**src/rtl/racetrack_lim_ctrl_pkg.sv**
```systemverilog
// Shared definitions for the racetrack LIM controller: function codes,
// controller state encoding and request legality check.
package racetrack_defines;

  // Default post-access settle time before a LIM result is valid.
  localparam int WAIT_LIM_CYCLES = 2;

  localparam logic [7:0] FUNCT_NONE = 8'h00;
  localparam logic [7:0] FUNCT_XOR  = 8'h01;
  localparam logic [7:0] FUNCT_AND  = 8'h02;
  localparam logic [7:0] FUNCT_OR   = 8'h03;
  localparam logic [7:0] FUNCT_NAND = 8'h04;
  localparam logic [7:0] FUNCT_NOR  = 8'h05;
  localparam logic [7:0] FUNCT_XNOR = 8'h06;

  typedef enum logic [2:0] {
    ST_IDLE,
    ST_SHIFT,
    ST_ACCESS,
    ST_LIM_WAIT,
    ST_RESP
  } ctrl_state_t;

  // A request is legal when the code is known and LIM ops are reads only.
  function automatic logic funct_is_valid(input logic [7:0] funct, input logic we);
    logic known;
    known = (funct == FUNCT_NONE) || (funct == FUNCT_XOR)  || (funct == FUNCT_AND) ||
            (funct == FUNCT_OR)   || (funct == FUNCT_NAND) || (funct == FUNCT_NOR) ||
            (funct == FUNCT_XNOR);
    return known && (!we || (funct == FUNCT_NONE));
  endfunction

endpackage

```
**src/rtl/racetrack_lim_ctrl_shift.sv**
```systemverilog
// Track position tracker and shift sequencer. On start it walks the track
// one domain per cycle toward the target and flags done on the last step.
module racetrack_shift_unit #(
  parameter int ADDR_W = 6
) (
  input  logic              clk,
  input  logic              rst_n,
  input  logic              start_i,
  input  logic [ADDR_W-1:0] target_i,
  output logic [ADDR_W-1:0] pos_o,
  output logic              done_o,
  output logic              sh_en_o,
  output logic              sh_dir_o
);

  logic              active_reg;
  logic [ADDR_W-1:0] target_reg;
  logic [ADDR_W-1:0] pos_reg;
  logic              dir_up;
  logic [ADDR_W-1:0] pos_step;

  // Direction and next position; linear track, so no wrap handling.
  always_comb begin
    dir_up   = (target_reg > pos_reg);
    pos_step = dir_up ? (pos_reg + 1'b1) : (pos_reg - 1'b1);
    sh_en_o  = active_reg;
    sh_dir_o = active_reg & dir_up;
    done_o   = active_reg && (pos_step == target_reg);
    pos_o    = pos_reg;
  end

  // Position register; the caller only starts when target differs from pos.
  always_ff @(posedge clk or negedge rst_n) begin
    if (!rst_n) begin
      active_reg <= 1'b0;
      target_reg <= '0;
      pos_reg    <= '0;
    end else if (active_reg) begin
      pos_reg <= pos_step;
      if (pos_step == target_reg) begin
        active_reg <= 1'b0;
      end
    end else if (start_i) begin
      active_reg <= 1'b1;
      target_reg <= target_i;
    end
  end

endmodule

```
**src/rtl/racetrack_lim_ctrl.sv**
```systemverilog
// Request sequencer for a single-port racetrack array: accepts one request,
// shifts the addressed domain under the port, runs read/write/LIM, responds.
module racetrack_lim_ctrl
  import racetrack_defines::*;
#(
  parameter int DATA_W          = 32,
  parameter int N_DOMAINS       = 64,
  parameter int RD_CYCLES       = 1,
  parameter int WR_CYCLES       = 1,
  parameter int WAIT_LIM_CYCLES = racetrack_defines::WAIT_LIM_CYCLES,
  localparam int ADDR_W         = $clog2(N_DOMAINS)
) (
  input  logic              clk,
  input  logic              rst_n,
  input  logic              req_i,
  output logic              gnt_o,
  input  logic [ADDR_W-1:0] addr_i,
  input  logic              we_i,
  input  logic [7:0]        funct_i,
  input  logic [DATA_W-1:0] wdata_i,
  output logic              rvalid_o,
  output logic [DATA_W-1:0] rdata_o,
  output logic              err_o,
  output logic              sh_en_o,
  output logic              sh_dir_o,
  output logic              rd_en_o,
  output logic              wr_en_o,
  output logic [7:0]        arr_funct_o,
  output logic [DATA_W-1:0] arr_wdata_o,
  input  logic [DATA_W-1:0] arr_rdata_i
);

  localparam int CNT_W = 16;

  ctrl_state_t       state_reg, state_next;
  logic [CNT_W-1:0]  cnt_reg, cnt_next;
  logic              we_reg;
  logic [7:0]        funct_reg;
  logic [DATA_W-1:0] wdata_reg;
  logic [DATA_W-1:0] rdata_reg, rdata_next;
  logic              err_reg, err_next;
  logic              req_load;
  logic              resp_load;
  logic              shift_start;
  logic              shift_done;
  logic [ADDR_W-1:0] pos;

  racetrack_shift_unit #(
    .ADDR_W (ADDR_W)
  ) u_shift (
    .clk      (clk),
    .rst_n    (rst_n),
    .start_i  (shift_start),
    .target_i (addr_i),
    .pos_o    (pos),
    .done_o   (shift_done),
    .sh_en_o  (sh_en_o),
    .sh_dir_o (sh_dir_o)
  );

  // Next-state, phase counter, response data and array-side strobes.
  always_comb begin
    state_next  = state_reg;
    cnt_next    = cnt_reg;
    rdata_next  = rdata_reg;
    err_next    = err_reg;
    req_load    = 1'b0;
    resp_load   = 1'b0;
    shift_start = 1'b0;
    rd_en_o     = 1'b0;
    wr_en_o     = 1'b0;
    rvalid_o    = 1'b0;
    arr_funct_o = '0;
    arr_wdata_o = '0;
    // Grant is also masked by reset so every output reads 0 while held.
    gnt_o       = rst_n & req_i & (state_reg == ST_IDLE);

    case (state_reg)
      ST_IDLE: begin
        cnt_next = '0;
        if (req_i) begin
          req_load = 1'b1;
          if (!funct_is_valid(funct_i, we_i)) begin
            state_next = ST_RESP;
            resp_load  = 1'b1;
            rdata_next = '0;
            err_next   = 1'b1;
          end else if (addr_i != pos) begin
            state_next  = ST_SHIFT;
            shift_start = 1'b1;
          end else begin
            state_next = ST_ACCESS;
          end
        end
      end

      ST_SHIFT: begin
        if (shift_done) begin
          state_next = ST_ACCESS;
          cnt_next   = '0;
        end
      end

      ST_ACCESS: begin
        arr_funct_o = funct_reg;
        arr_wdata_o = wdata_reg;
        if (we_reg) begin
          wr_en_o = 1'b1;
          if (cnt_reg == CNT_W'(WR_CYCLES - 1)) begin
            state_next = ST_RESP;
            resp_load  = 1'b1;
            rdata_next = '0;
            err_next   = 1'b0;
          end else begin
            cnt_next = cnt_reg + 1'b1;
          end
        end else begin
          rd_en_o = 1'b1;
          if (cnt_reg == CNT_W'(RD_CYCLES - 1)) begin
            cnt_next = '0;
            if (funct_reg == FUNCT_NONE) begin
              state_next = ST_RESP;
              resp_load  = 1'b1;
              rdata_next = arr_rdata_i;
              err_next   = 1'b0;
            end else begin
              state_next = ST_LIM_WAIT;
            end
          end else begin
            cnt_next = cnt_reg + 1'b1;
          end
        end
      end

      ST_LIM_WAIT: begin
        arr_funct_o = funct_reg;
        arr_wdata_o = wdata_reg;
        if (cnt_reg == CNT_W'(WAIT_LIM_CYCLES - 1)) begin
          state_next = ST_RESP;
          resp_load  = 1'b1;
          rdata_next = arr_rdata_i;
          err_next   = 1'b0;
        end else begin
          cnt_next = cnt_reg + 1'b1;
        end
      end

      ST_RESP: begin
        rvalid_o   = 1'b1;
        state_next = ST_IDLE;
      end

      default: begin
        state_next = ST_IDLE;
      end
    endcase

    rdata_o = rdata_reg;
    err_o   = err_reg;
  end

  // State, request capture and response registers.
  always_ff @(posedge clk or negedge rst_n) begin
    if (!rst_n) begin
      state_reg <= ST_IDLE;
      cnt_reg   <= '0;
      we_reg    <= 1'b0;
      funct_reg <= '0;
      wdata_reg <= '0;
      rdata_reg <= '0;
      err_reg   <= 1'b0;
    end else begin
      state_reg <= state_next;
      cnt_reg   <= cnt_next;
      if (req_load) begin
        we_reg    <= we_i;
        funct_reg <= funct_i;
        wdata_reg <= wdata_i;
      end
      if (resp_load) begin
        rdata_reg <= rdata_next;
        err_reg   <= err_next;
      end
    end
  end

endmodule

```
**config.mk**
```make
export PLATFORM = sky130hd
export DESIGN_NAME = racetrack_lim_ctrl
export DESIGN_NICKNAME = d
export VERILOG_FILES = /design/src/rtl/racetrack_lim_ctrl_pkg.sv /design/src/rtl/racetrack_lim_ctrl_shift.sv /design/src/rtl/racetrack_lim_ctrl.sv
export SDC_FILE = /design/constraint.sdc
export NUM_CORES = 1
export LEC_CHECK = 0
export BUFFER_PORTS_ARGS = -buffer_cell sky130_fd_sc_hd__buf_2
export CAP_MARGIN = 15
export CORE_ASPECT_RATIO = 1.75
export CORE_MARGIN = 3
export CORE_UTILIZATION = 47
export CTS_CLUSTER_DIAMETER = 200
export DETAILED_ROUTE_END_ITERATION = 16
export PLACE_DENSITY = 0.77
export SETUP_SLACK_MARGIN = 0.3
export SYNTH_ARGS = -nofsm -noshare
export SYNTH_HDL_FRONTEND = slang
export SYNTH_SLANG_ARGS = --single-unit
```
**constraint.sdc**
```tcl
create_clock -name clk -period 3.2 [get_ports clk]
set_clock_uncertainty 0.2 [all_clocks]
set_input_delay 0.64 -clock clk [delete_from_list [all_inputs] [get_ports clk]]
set_output_delay 0.64 -clock clk [all_outputs]
set_load 0.005 [all_outputs]
```
# After elaboration in Yosys (flattened, before gate mapping)
# Cells that the tools add are included.
dict set report op_classes {
  n_addsub 3
  multipliers 0
  div_mod_pow 0
  n_lt_le_gt_ge 1
  n_eq_ne 21
  shift 0
  muxes 57
  bitwise_logic 4
  reduce_logical 21
}
# op n
set ops {}
lappend ops {{$mux W32} 8}
lappend ops {{$pmux W32 S3} 1}
lappend ops {{$mux W16} 5}
lappend ops {{$pmux W16 S4} 1}
lappend ops {{$mux W1} 28}
lappend ops {{$eq A8 B3 Y1 const B} 3}
lappend ops {{$mux W3} 8}
lappend ops {{$add A16 B1 Y16 const B} 1}
lappend ops {{$eq A16 B1 Y1 const B} 1}
lappend ops {{$eq A8 B2 Y1 const B} 2}
lappend ops {{$logic_not A16 Y1} 1}
lappend ops {{$logic_not A8 Y1} 2}
lappend ops {{$ne A2 B2 Y1 const B} 6}
lappend ops {{$pmux W3 S4} 1}
lappend ops {{$eq A8 B1 Y1 const B} 1}
lappend ops {{$mux W8} 1}
lappend ops {{$reduce_and A4 Y1} 2}
lappend ops {{$logic_or A1 B1 Y1} 7}
lappend ops {{$reduce_and A7 Y1} 1}
lappend ops {{$add A6 B1 Y6 const B} 1}
lappend ops {{$eq A3 B2 Y1 const B} 2}
lappend ops {{$eq A6 B6 Y1} 1}
lappend ops {{$gt A6 B6 Y1} 1}
lappend ops {{$mux W6} 1}
lappend ops {{16 further kinds} 21}
dict set report totals {
  register_bits 106
  latchBits 0
  ramBits 0
  mem_bits_ro 0
  inputBits 82
  output_inout_bits 79
  word_cells 117
  memories 0
}

# Depth between registers and ports, before layout
# Gate-level depths: netlist of run 1.
dict set report logic_depth {
  depth_word 13
  mapped_depth 15
  mapped_depth_nobuf 14
}

# By module
# A second synthesis of run 1 with hierarchy kept.
dict set report hier_totals {
  hier_cells 511
  hier_area_um2 5506.5
}
# mod n_inst cells_per_inst area_each_um2 seq_area_each_um2
set by_module_without_submodules {}
lappend by_module_without_submodules {racetrack_lim_ctrl 1 426 4629.4 2327.2}
lappend by_module_without_submodules {racetrack_shift_unit 1 85 877.1 325.3}

# Least setup slack after synthesis of run 1
# OpenSTA, ideal clock, no wires.
dict set report synth_path {
  kind {flip-flop to flip-flop}
  start {register u_shift.pos_reg[4], in the netlist u_shift.pos_o[4]}
  end {register cnt_reg[2]}
  arrival_ns 3.202
  path_slack_ns -0.313
  path_stages_with_launch 15
  period_less_slack_ns 3.513
  cell_sequence {dfrtp_1 > inv_1 > ha_1 > a21oi_2 > a21boi_1 > o32ai_4 > inv_1 > fa_1 > xnor2_1 > xor2_1 > or3_1 > a21oi_2 > a41oi_4 > buf_8 > o41ai_1}
}
dict set report synth_between {
  elab_chain_len 6
  word_cells_on_any_way 8
}
# element line
set synth_rtl {}
lappend synth_rtl {{from (decl)} racetrack_lim_ctrl_shift.sv:18} ;# logic [ADDR_W-1:0] pos_reg;
lappend synth_rtl {{from (signal assigned)} racetrack_lim_ctrl_shift.sv:39} ;# pos_reg <= pos_step;
lappend synth_rtl {{$sub A6 B1 Y6, or another cell as far along} racetrack_lim_ctrl_shift.sv:25} ;# pos_step = dir_up ? (pos_reg + 1'b1) : (pos_reg - 1'b1);
lappend synth_rtl {{$mux W6 (*)} racetrack_lim_ctrl_shift.sv:25}
lappend synth_rtl {{$eq A6 B6 Y1 (*)} racetrack_lim_ctrl_shift.sv:28} ;# done_o = active_reg && (pos_step == target_reg);
lappend synth_rtl {{$logic_and A1 B1 Y1 (*)} racetrack_lim_ctrl_shift.sv:28}
lappend synth_rtl {{$ne A2 B2 Y1 (no line) (*)} n/a}
lappend synth_rtl {{$reduce_and A4 Y1 (no line) (*)} n/a}
lappend synth_rtl {{to (signal assigned)} racetrack_lim_ctrl.sv:174} ;# cnt_reg <= cnt_next;
lappend synth_rtl {{to (decl)} racetrack_lim_ctrl.sv:36} ;# logic [CNT_W-1:0] cnt_reg, cnt_next;
# Mark *: on every way between the ends. The rest lies on a longest branch, timed or not.
# A chain may end at the register's enable or synchronous reset.

# Final worst setup path of run 1
dict set report layout_path {
  start {register u_shift.pos_reg[2], in the netlist u_shift.pos_o[2]}
  end {register cnt_reg[6]}
}
# Same word-level chain as after synthesis.

==> results.yml, run 1 <==
placed_design:
  gp_congestion: 0.893
  dp_slack_ps: -265
  dp.cells: 832
  placed_area_sq_um: 6590
  post-dp-hpwl_mm: 9.98
  io_buffers: 160
power_and_ir_drop:
  total_power_mw: 5.71
  p_per_area_nw_per_um2: 784
  vdd_drop_max_mv: 0.493
  leakage_nw: 3.51
run:
  cap_viol_max_count: 0
global_route:
  antenna_found_initial: 0
  grt-ovfl-total: 0
  gr-usage-all-layers_pct: 20.7
  grt_pass1_vias: 4803
  met3_usage_pct: 3.23
  top_usage_layer: "met2"
  gr-usage-met1_pct: 22.5
  grt_start_max_net_pins: 67
  grt_pass1_wl_mm: 21.5
  use_met2_pct: 38.2
floorplanning:
  die_area_sq_um: 12900
  io_pins: 161
  initial_core_util_pct: 48.4
  die_h_microns: 148
  coreArea_sq_um: 11200
  die_w_microns: 87.1
  row_count: 51
cells_and_area:
  n_antenna_cell: 0
  seqCellArea_sq_um: 2650
  layout-drive-gt1-share_pct: 44.6
  num-fill-cells: 863
  final_area_sq_um: 7290
  finalNonFillerCells: 866
  fin_nets: 825
  multiInputGateArea_sq_um: 2840
  finalCoreUtilization_pct: 65.3
  synthToLayoutAreaGrowth_pct: 34.9
detailed_routing:
  dr.first_iter.drc_count: 208
  vias_per_cell: 5.37
  firstDrtPassIters: 4
  ant_nets: 0
  wirelength_mm: 14.1
  drc_errors: 0
  avgRoutedWirePerCell_microns: 16.3
  num_vias: 4654
clocking:
  h-tree-depth: 3
  cts_buffers: 9
  cts.sinks: 106
  clock_latency_ps: 350
  clk_pin_slew_ps: 80
  cts-root-buf: "clkbuf_16"
  cts_tree: "yes"
  cts.path.max_buffers: 2
critical_path:
  cp.buffers_inverters: 4
  start_kind: "flop"
  reg2reg_setup_slack_ps: -330
  cpLargestDelayFamily: "compound AO/OA/AOI/OAI gates"
  critPathCaptureType: "flop"
  cpPeakStageDelay_ps: 410
  crit_chain: "inv_2 -> ha_4 -> nand4_1 -> a21oi_2 -> o32ai_4 -> inv_2 -> fa_2 -> xnor2_2 -> xor2_1 -> or3_1 -> a21oi_2 -> a41oi_4 -> buf_4 -> buf_6 -> o21ai_2 -> nand2_1"
  cp.required_ps: 3230
  critPathLaunch: "u_shift.pos_o[2]"
  slowest_stage: "dfrtp_1"
  timing.rr.start: "u_shift.pos_o[2]"
  cp_max_fo: 4
  crit_arrival_ps: 3560
  path_class: "flop to flop"
timing:
  period_share_pct: 110
  rsz0062_at_grt: "yes"
  setup_ws_ps: -328
  finalSetupViolCount: 20
  finalMaxSlewViolations: 0
  setup_tns_ps: -4860
  fin_hold_ws_ps: 275
  finalHoldViolCount: 0
  layout_min_cycle_time_ps: 3530
  worstMarginPinSlew_ps: 995
  relSlewSlack_pct: 33.6
  fmax_mhz: 283
logic_synthesis:
  postSynthRegisterBits: 106
  synth_common_cells: "106 x dfrtp_1, 88 x nand2_1, 55 x o21ai_0"
  synth_top_area_share_pct: 49.1
  synth-edff-count: 0
  ys_types: 52
  syn_inst: 534
  avgSynthCellArea_sq_um: 10.1
  ys.warnings.count: 0
  async_reset_ff_share_pct: 100
  synthMostInstantiatedCell: "dfrtp_1"
  ys.flop_type: "dfrtp_1"
  syn_nets: 630
  yosys-top-cells-area: "dfrtp_1 49%, mux2_2 9.8%, nand2_1 6.1%, and2_1 5.9%, o21ai_0 5.1%"
  yosysTopAreaCell: "dfrtp_1"
  syn-cell-area_sq_um: 5400
  seq_area_frac_synth_pct: 49.1
status:
  status: "complete, but fails checks"
  violations: "negative setup slack"
hold_path:
  worstHoldStart: "rdata_o[6]"
  hold_path_class: "flop to flop"
==> layout by cell type, fill, tap and decap left out, types with 2 or more instances in the layout <==
| cell type | count |
|---|---|
| o21ai_0 | 40 |
| o41ai_1 | 4 |
| o21ai_2 | 16 |
| or3_1 | 2 |
| nand3_1 | 8 |
| nor2_1 | 19 |
| nand4_1 | 5 |
| xnor2_2 | 3 |
| buf_12 | 2 |
| clkbuf_16 | 10 |
| dfrtp_1 | 106 |
| a21oi_1 | 5 |
| buf_2 | 159 |
| inv_1 | 13 |
| clkinvlp_4 | 2 |
| buf_6 | 8 |
| mux2_2 | 47 |
| and3_1 | 3 |
| nor4_1 | 8 |
| nand2b_1 | 5 |
| o21ai_4 | 2 |
| xnor2_1 | 7 |
| buf_4 | 40 |
| ha_4 | 8 |
| o21ai_1 | 6 |
| a31oi_1 | 3 |
| a21oi_2 | 4 |
| xor2_1 | 6 |
| ha_1 | 5 |
| a22o_1 | 2 |
| o31ai_1 | 5 |
| nand2_4 | 2 |
| inv_2 | 6 |
| nand2_1 | 86 |
| nor3_1 | 2 |
| and2_1 | 51 |
==> final cells by class <==
cell class              instances  area share (%)
flip-flops and latches        106            36.4
clock buffers                  10            3.28
inverters                      19           0.978
multi-input cells             382            39.0
repair buffers                211            17.3
clock inverters                 6           0.824
well taps                     132            2.27
==> worst reg2reg max path, delay by kind of cell, from the launching register on <==
kind            cells  cell delay (ps)
compound gates      5              890
xor+xnor            2              300
fa+ha+maj           2              590
buf+inv             4              480
flops               1              410
simple gates        3              560
==> metal layers <==
layer | vias up | routed length, microns
li1 | 2225 | -
met1 | 2239 | 5240
met2 | 152 | 7680
met3 | 38 | 716
met4 | 0 | 493
met5 | - | 0
==> path summary, 6_finish.rpt <==
kind | to | cells after the start
max reg2reg | cnt_reg[6] | 16
max | cnt_reg[6] | 16
min reg2reg | rdata_o[6] | 2
min | rdata_o[6] | 2
max in group asynchronous | wdata_reg[21] | 3
min in group asynchronous | u_shift.pos_o[0] | 2
==> kinds of logic (layout without fill, tap and decap cells) <==
logic type	Yosys count	after routing	share of synthesized area, %
simple gates	199	199	18.2
flops	106	106	49.1
compound gates	104	104	12.9
mux	47	47	9.79
buf+inv	46	246	3.52
xor+xnor	18	18	3.17
fa+ha+maj	14	14	3.38
==> power by group <==
group	internal [mW]	total, mW	switching (mW)
sequential	1.69	1.95	0.260
combinational	1.40	2.67	1.26
clock	0.566	1.09	0.525
total	3.66	5.71	2.05
==> what timing repair did <==
| action | 4_1_cts | 5_1_grt |
|---|---|---|
| pin swaps | 6 | 13 |
| endpoints found under the hold margin | 22 | 0 |
| hold buffers | 1 | 0 |
| endpoints found under the setup margin | 20 | 23 |
| cloned | 0 | 2 |
| buffers inserted | 6 | 9 |
| resized for setup | 20 | 40 |
Note: power is estimated with default switching activity, not from simulation.
==> inputs of run 2 (changes only) <==
--- a/config.mk
+++ b/config.mk
@@ -9,10 +9,10 @@
 export CAP_MARGIN = 15
 export CORE_ASPECT_RATIO = 1.75
 export CORE_MARGIN = 3
-export CORE_UTILIZATION = 47
+export CORE_UTILIZATION = 40
 export CTS_CLUSTER_DIAMETER = 200
 export DETAILED_ROUTE_END_ITERATION = 16
-export PLACE_DENSITY = 0.77
+export PLACE_DENSITY = 0.67
 export SETUP_SLACK_MARGIN = 0.3
 export SYNTH_ARGS = -nofsm -noshare
 export SYNTH_HDL_FRONTEND = slang
==> run 2 against run 1 <==
The run still ends with negative setup slack left; hold slack worse by 110 ps; sequential share of layout area grew 0.51 points; fmax increased by 2.8%; critical path depth down 1.
==> results.yml, run 2 (synthesis results as in run 1) <==
global_route:
  grt_start_max_net_pins: 68
  grt-ovfl-total: 0
  gr-usage-all-layers_pct: 17.6
  grt_pass1_wl_mm: 21.3
  antenna_found_initial: 0
  grt_pass1_vias: 4501
clocking:
  cts_buffers: 9
  cts.sinks: 106
  cts_tree: "yes"
  clock_latency_ps: 350
  cts-root-buf: "clkbuf_16"
  h-tree-depth: 3
  clk_pin_slew_ps: 80
  cts.path.max_buffers: 2
  cts_hold_buf: 0
floorplanning:
  io_pins: 161
  die_w_microns: 93.9
  row_count: 55
  initial_core_util_pct: 41.3
  coreArea_sq_um: 13100
  die_area_sq_um: 15000
  die_h_microns: 160
critical_path:
  path_class: "flop to flop"
  crit_chain: "inv_2 -> ha_4 -> nand4_1 -> a21oi_2 -> o32ai_4 -> inv_2 -> fa_2 -> xnor2_2 -> xor2_1 -> or3_1 -> a21oi_2 -> buf_4 -> nand2_4 -> nor4b_2 -> o32ai_1"
  cp_max_fo: 2
  critPathCaptureType: "flop"
  slowest_stage: "dfrtp_1"
  crit_arrival_ps: 3440
  cpPeakStageDelay_ps: 410
  cp.required_ps: 3210
  reg2reg_setup_slack_ps: -230
  start_kind: "flop"
placed_design:
  post-dp-hpwl_mm: 9.98
  io_buffers: 160
  dp.cells: 869
  placed_area_sq_um: 6620
  gp_congestion: 0.838
detailed_routing:
  dr.first_iter.drc_count: 160
  drc_errors: 0
  firstDrtPassIters: 4
  num_vias: 4535
  wirelength_mm: 13.3
  avgRoutedWirePerCell_microns: 14.9
  ant_nets: 0
  vias_per_cell: 5.06
run:
  cap_viol_max_count: 0
cells_and_area:
  seqCellArea_sq_um: 2650
  finalNonFillerCells: 896
  mostFrequentLayoutCell: "buf_2"
  layout-drive-gt1-share_pct: 43.2
  final_area_sq_um: 7190
  num-fill-cells: 1141
  n_antenna_cell: 0
  multiInputGateArea_sq_um: 2790
  synthToLayoutAreaGrowth_pct: 33.0
  final_cell_mix: "158 x buf_2, 106 x dfrtp_1, 86 x nand2_1"
  fin_nets: 816
timing:
  worstMarginPinSlew_ps: 955
  layout_min_cycle_time_ps: 3430
  finalHoldViolCount: 0
  finalSetupViolCount: 20
  finalMaxSlewViolations: 0
  setup_ws_ps: -231
  fmax_mhz: 291
  setup_tns_ps: -3350
  relSlewSlack_pct: 36.3
  fin_hold_ws_ps: 167
  period_share_pct: 107
  rsz0062_at_grt: "yes"
status:
  violations: "negative setup slack"
  status: "complete, but fails checks"
power_and_ir_drop:
  vdd_drop_max_mv: 0.303
  p_per_area_nw_per_um2: 754
  leakage_nw: 3.44
hold_path:
  hold_path_class: "primary input to asynchronous set/reset pin"
==> run 2: changes by cell type in the layout (fill, tap and decap cells not counted), moves of 2 or more <==
cell,before,now
o21ai_2,16,14
clkinvlp_4,2,0
buf_4,40,34
o21ai_4,2,0
o21ai_1,6,12
o21ai_0,40,38
==> run 2: stage by stage <==
| step | setup slack [ps] | utilization (%) | total power, mW |
|---|---|---|---|
| 4_1_cts | -180 | 53.7 | 5.25 |
| 5_1_grt | -377 | 55.0 | 5.78 |
| 3_5_place_dp | -246 | 50.6 | 4.01 |
| 2_1_floorplan | -255 | - | 3.24 |
| 3_3_place_gp | -125 | 50.6 | 3.93 |
| 6_report | -231 | 55.0 | 5.42 |
==> run 2: metal layers <==
layer  GRT usage, %  part of all wire [%]  vias to the layer above
met5              0                     0                        -
met4           8.35                   3.5                        0
met3           3.06                   4.7                       28
met2           32.4                    55                      136
met1           19.0                    37                     2162
li1               -                     -                     2209
==> run 2: power by group <==
group | switching (mW) | internal (mW) | total (mW)
Combinational | 1.16 | 1.25 | 2.41
Clock | 0.528 | 0.548 | 1.08
Sequential | 0.244 | 1.69 | 1.94
Total | 1.93 | 3.50 | 5.42
==> run 2: final cells by class <==
cell class	instances	share of cell area [%]
multi-input cells	382	38.8
well taps	171	2.98
inverters	19	0.992
flip-flops and latches	106	36.9
repair buffers	202	16.4
clock inverters	6	0.801
clock buffers	10	3.18
==> run 2: worst paths after layout <==
path / startpoint / endpoint / cells after the start
setup reg to reg: u_shift.pos_o[2] / state_reg[0] / 15
min in group clk: rdata_o[16] / rdata_o[16] / 2
hold / removal: rst_n / wdata_reg[28] / 2
hold reg to reg: rdata_o[16] / rdata_o[16] / 2
setup / recovery: u_shift.pos_o[2] / state_reg[0] / 15
max in group asynchronous: rst_n / u_shift.pos_o[3] / 2
==> run 2: what timing repair did <==
action / in CTS / in global routing
pin swaps: 7 / 5
setup endpoints to repair: 20 / 23
buffers inserted: 7 / 4
gates resized for setup: 25 / 28
==> run 2: worst max-delay path, delay by kind of cell, from the launching register on <==
kind	cells	cell delay, ps
XOR/XNOR	2	300
buffers and inverters	3	330
flip-flops	1	410
adder cells (fa/ha/maj)	2	590
AO/OA/AOI/OAI	4	660
AND/OR/NAND/NOR	4	810
==> inputs of run 3 (changes only) <==
--- a/config.mk
+++ b/config.mk
@@ -5,14 +5,15 @@
 export SDC_FILE = /design/constraint.sdc
 export NUM_CORES = 1
 export LEC_CHECK = 0
+export ABC_AREA = 1
 export BUFFER_PORTS_ARGS = -buffer_cell sky130_fd_sc_hd__buf_2
 export CAP_MARGIN = 15
 export CORE_ASPECT_RATIO = 1.75
 export CORE_MARGIN = 3
-export CORE_UTILIZATION = 40
+export CORE_UTILIZATION = 47
 export CTS_CLUSTER_DIAMETER = 200
 export DETAILED_ROUTE_END_ITERATION = 16
-export PLACE_DENSITY = 0.67
+export PLACE_DENSITY = 0.76
 export SETUP_SLACK_MARGIN = 0.3
 export SYNTH_ARGS = -nofsm -noshare
 export SYNTH_HDL_FRONTEND = slang
==> run 3 against run 2 <==
The flow still finishes with violations (negative setup slack); critical path depth increased by 4; global-route usage increased by 4.1 points; hold slack better by 37 ps; via count up 14%; sequential power is 9.8% lower; combinational power fell by 7%; synthesized cell count rose by 31%; final cell count is 13% higher; count of clock-buffer cells in the layout is the same; setup slack improved by 180 ps; die area down 11%; non-clock buffer count fell by 17; critical endpoint is now cnt_reg[6]; largest power group unchanged.
==> results.yml, run 3 <==
status:
  status: "complete, but fails checks"
  violations: "negative setup slack"
timing:
  period_share_pct: 102
  setup_tns_ps: -300
  finalHoldViolCount: 0
  setup_ws_ps: -54.9
  relSlewSlack_pct: 35.4
  rsz0062_at_grt: "yes"
  fmax_mhz: 307
  layout_min_cycle_time_ps: 3250
  finalMaxSlewViolations: 0
  finalSetupViolCount: 14
  worstMarginPinSlew_ps: 966
  fin_hold_ws_ps: 203
clocking:
  cts.path.max_buffers: 2
  cts.sinks: 106
  cts-root-buf: "clkbuf_16"
  clock_latency_ps: 340
  cts_tree: "yes"
  h-tree-depth: 3
  cts_buffers: 9
  clk_pin_slew_ps: 70
cells_and_area:
  layout-drive-gt1-share_pct: 32.6
  n_antenna_cell: 0
  mostFrequentLayoutCell: "buf_2"
  final_cell_mix: "159 x buf_2, 112 x nand2_1, 106 x dfrtp_1"
  fin_nets: 964
  finalCoreUtilization_pct: 61.8
  synthToLayoutAreaGrowth_pct: 28.3
global_route:
  grt-ovfl-total: 0
  grt_start_max_net_pins: 107
  antenna_found_initial: 0
  grt_pass1_wl_mm: 23.0
  grt_pass1_vias: 5073
  gr-usage-all-layers_pct: 21.8
detailed_routing:
  vias_per_cell: 5.13
  dr.first_iter.drc_count: 294
  firstDrtPassIters: 4
  avgRoutedWirePerCell_microns: 14.2
  ant_nets: 0
  drc_errors: 0
  wirelength_mm: 14.3
  num_vias: 5176
floorplanning:
  die_h_microns: 150
  io_pins: 161
  die_w_microns: 88.4
  row_count: 52
  initial_core_util_pct: 48.2
  coreArea_sq_um: 11600
  die_area_sq_um: 13300
critical_path:
  crit_chain: "inv_1 -> ha_4 -> nand2_2 -> nor2_4 -> nand2_2 -> nand3_4 -> nand2_8 -> inv_4 -> fa_2 -> a21oi_2 -> o21ai_1 -> nor2_1 -> o21ai_2 -> nor2_2 -> nand3_2 -> nand2_4 -> nand2_8 -> nand2_1 -> nand2_1"
  cp_max_fo: 8
  path_class: "flop to flop"
  critPathCaptureType: "flop"
  timing.rr.start: "u_shift.pos_o[3]"
  ff2ff_path_depth: 19
  regToRegEndpoint: "cnt_reg[6]"
  reg2reg_setup_slack_ps: -50
  slowest_stage: "fa_2"
  cpPeakStageDelay_ps: 450
  start_kind: "flop"
  cp.required_ps: 3230
  crit_arrival_ps: 3280
run:
  cap_viol_max_count: 0
logic_synthesis:
  synth-edff-count: 0
  synth_top_area_share_pct: 47.5
  synth_common_cells: "123 x nand2_1, 106 x dfrtp_1, 93 x nor2_1"
  avgSynthCellArea_sq_um: 7.98
  ys.flop_type: "dfrtp_1"
  ys_types: 43
  yosys-top-cells-area: "dfrtp_1 48%, nand2_1 8.3%, nand3_1 8.2%, nor2_1 6.3%, inv_1 5.9%"
  yosysTopAreaCell: "dfrtp_1"
  syn_inst: 700
  async_reset_ff_share_pct: 100
  seq_area_frac_synth_pct: 47.5
  postSynthRegisterBits: 106
  ys.warnings.count: 0
  syn_nets: 796
  syn-cell-area_sq_um: 5580
  synthMostInstantiatedCell: "nand2_1"
hold_path:
  hold_path_class: "primary input to asynchronous set/reset pin"
power_and_ir_drop:
  total_power_mw: 5.14
  leakage_nw: 4.04
  vdd_drop_max_mv: 0.385
  p_per_area_nw_per_um2: 717
placed_design:
  post-dp-hpwl_mm: 9.92
  dp_slack_ps: -14.1
  io_buffers: 160
  gp_congestion: 0.920
==> run 3: cell count changes after synthesis, moves of 8 or more <==
cell	before	now
inv_2	0	8
and2_1	51	1
inv_1	19	88
mux2_2	47	0
nand3_1	8	91
nor2_1	19	93
nand2_1	88	123
nand2_2	0	17
o21ai_0	55	24
a21oi_1	7	41
==> run 3: area by class of cell <==
cell class / instances / area, sq um
multi-input cells: 469 / 2660
clock buffers: 10 / 239
clock inverters: 6 / 72.6
inverters: 97 / 367
fillers: 1022 / 4420
repair buffers: 185 / 1010
flip-flops and latches: 106 / 2650
well taps: 135 / 169
==> run 3: worst max-delay path, delay by kind of cell, from the launching register on <==
family          cells  cell delay [ps]
compound gates      3              350
simple gates       12             1350
fa+ha+maj           2              730
buf+inv             2              140
flops               1              370
==> run 3: how the worst max path moves through the flow <==
stage                  end  slack [ps]             startpoint  cells past startpoint
3_3_place_gp    cnt_reg[8]          60  u_shift.target_reg[5]                     18
4_1_cts         cnt_reg[5]         110  u_shift.target_reg[5]                     20
6_report        cnt_reg[6]         -50       u_shift.pos_o[3]                     19
5_1_grt         cnt_reg[6]        -180       u_shift.pos_o[3]                     19
3_5_place_dp    cnt_reg[9]         -10       u_shift.pos_o[2]                     19
2_1_floorplan  cnt_reg[11]         240       u_shift.pos_o[4]                     20
==> run 3: layer usage <==
| metal | up-vias | track usage (%) | routed length, microns |
|---|---|---|---|
| met2 | 131 | 37.5 | 7620 |
| met1 | 2454 | 26.4 | 5550 |
| met4 | 0 | 9.61 | 500 |
| met3 | 34 | 3.29 | 605 |
| met5 | - | 0 | 0 |
| li1 | 2557 | - | - |
==> run 3: kinds of logic (layout without fill, tap and decap cells) <==
logic type | Yosys count | after routing | share of synthesized area, %
xor+xnor | 11 | 11 | 1.86
flops | 106 | 106 | 47.5
buf+inv | 126 | 298 | 8.94
compound gates | 83 | 83 | 8.56
simple gates | 360 | 361 | 29.9
fa+ha+maj | 14 | 14 | 3.27
==> run 3: repair_timing <==
| action | CTS | global route |
|---|---|---|
| setup buffers | 11 | 4 |
| gates resized for setup | 4 | 29 |
| setup endpoints to repair | 19 | 52 |
| pin swaps | 2 | 18 |
| hold buffers | 0 | 0 |
| cloned | 1 | 0 |
| hold endpoints to repair | 0 | 0 |
==> run 3: through the flow <==
stage	cells	cell area, sq um
final	1008	7160
after global routing	1008	7160
after CTS	1004	6980
after detailed placement	976	6550
after global placement	976	6550
after floorplan	700	5610
==> run 3: power breakdown <==
group / internal (mW) / leakage [nW] / total, mW / switching [mW]
sequential: 1.60 / 1.33 / 1.75 / 0.154
combinational: 0.935 / 2.55 / 2.24 / 1.30
clock: 0.637 / 0.150 / 1.15 / 0.509
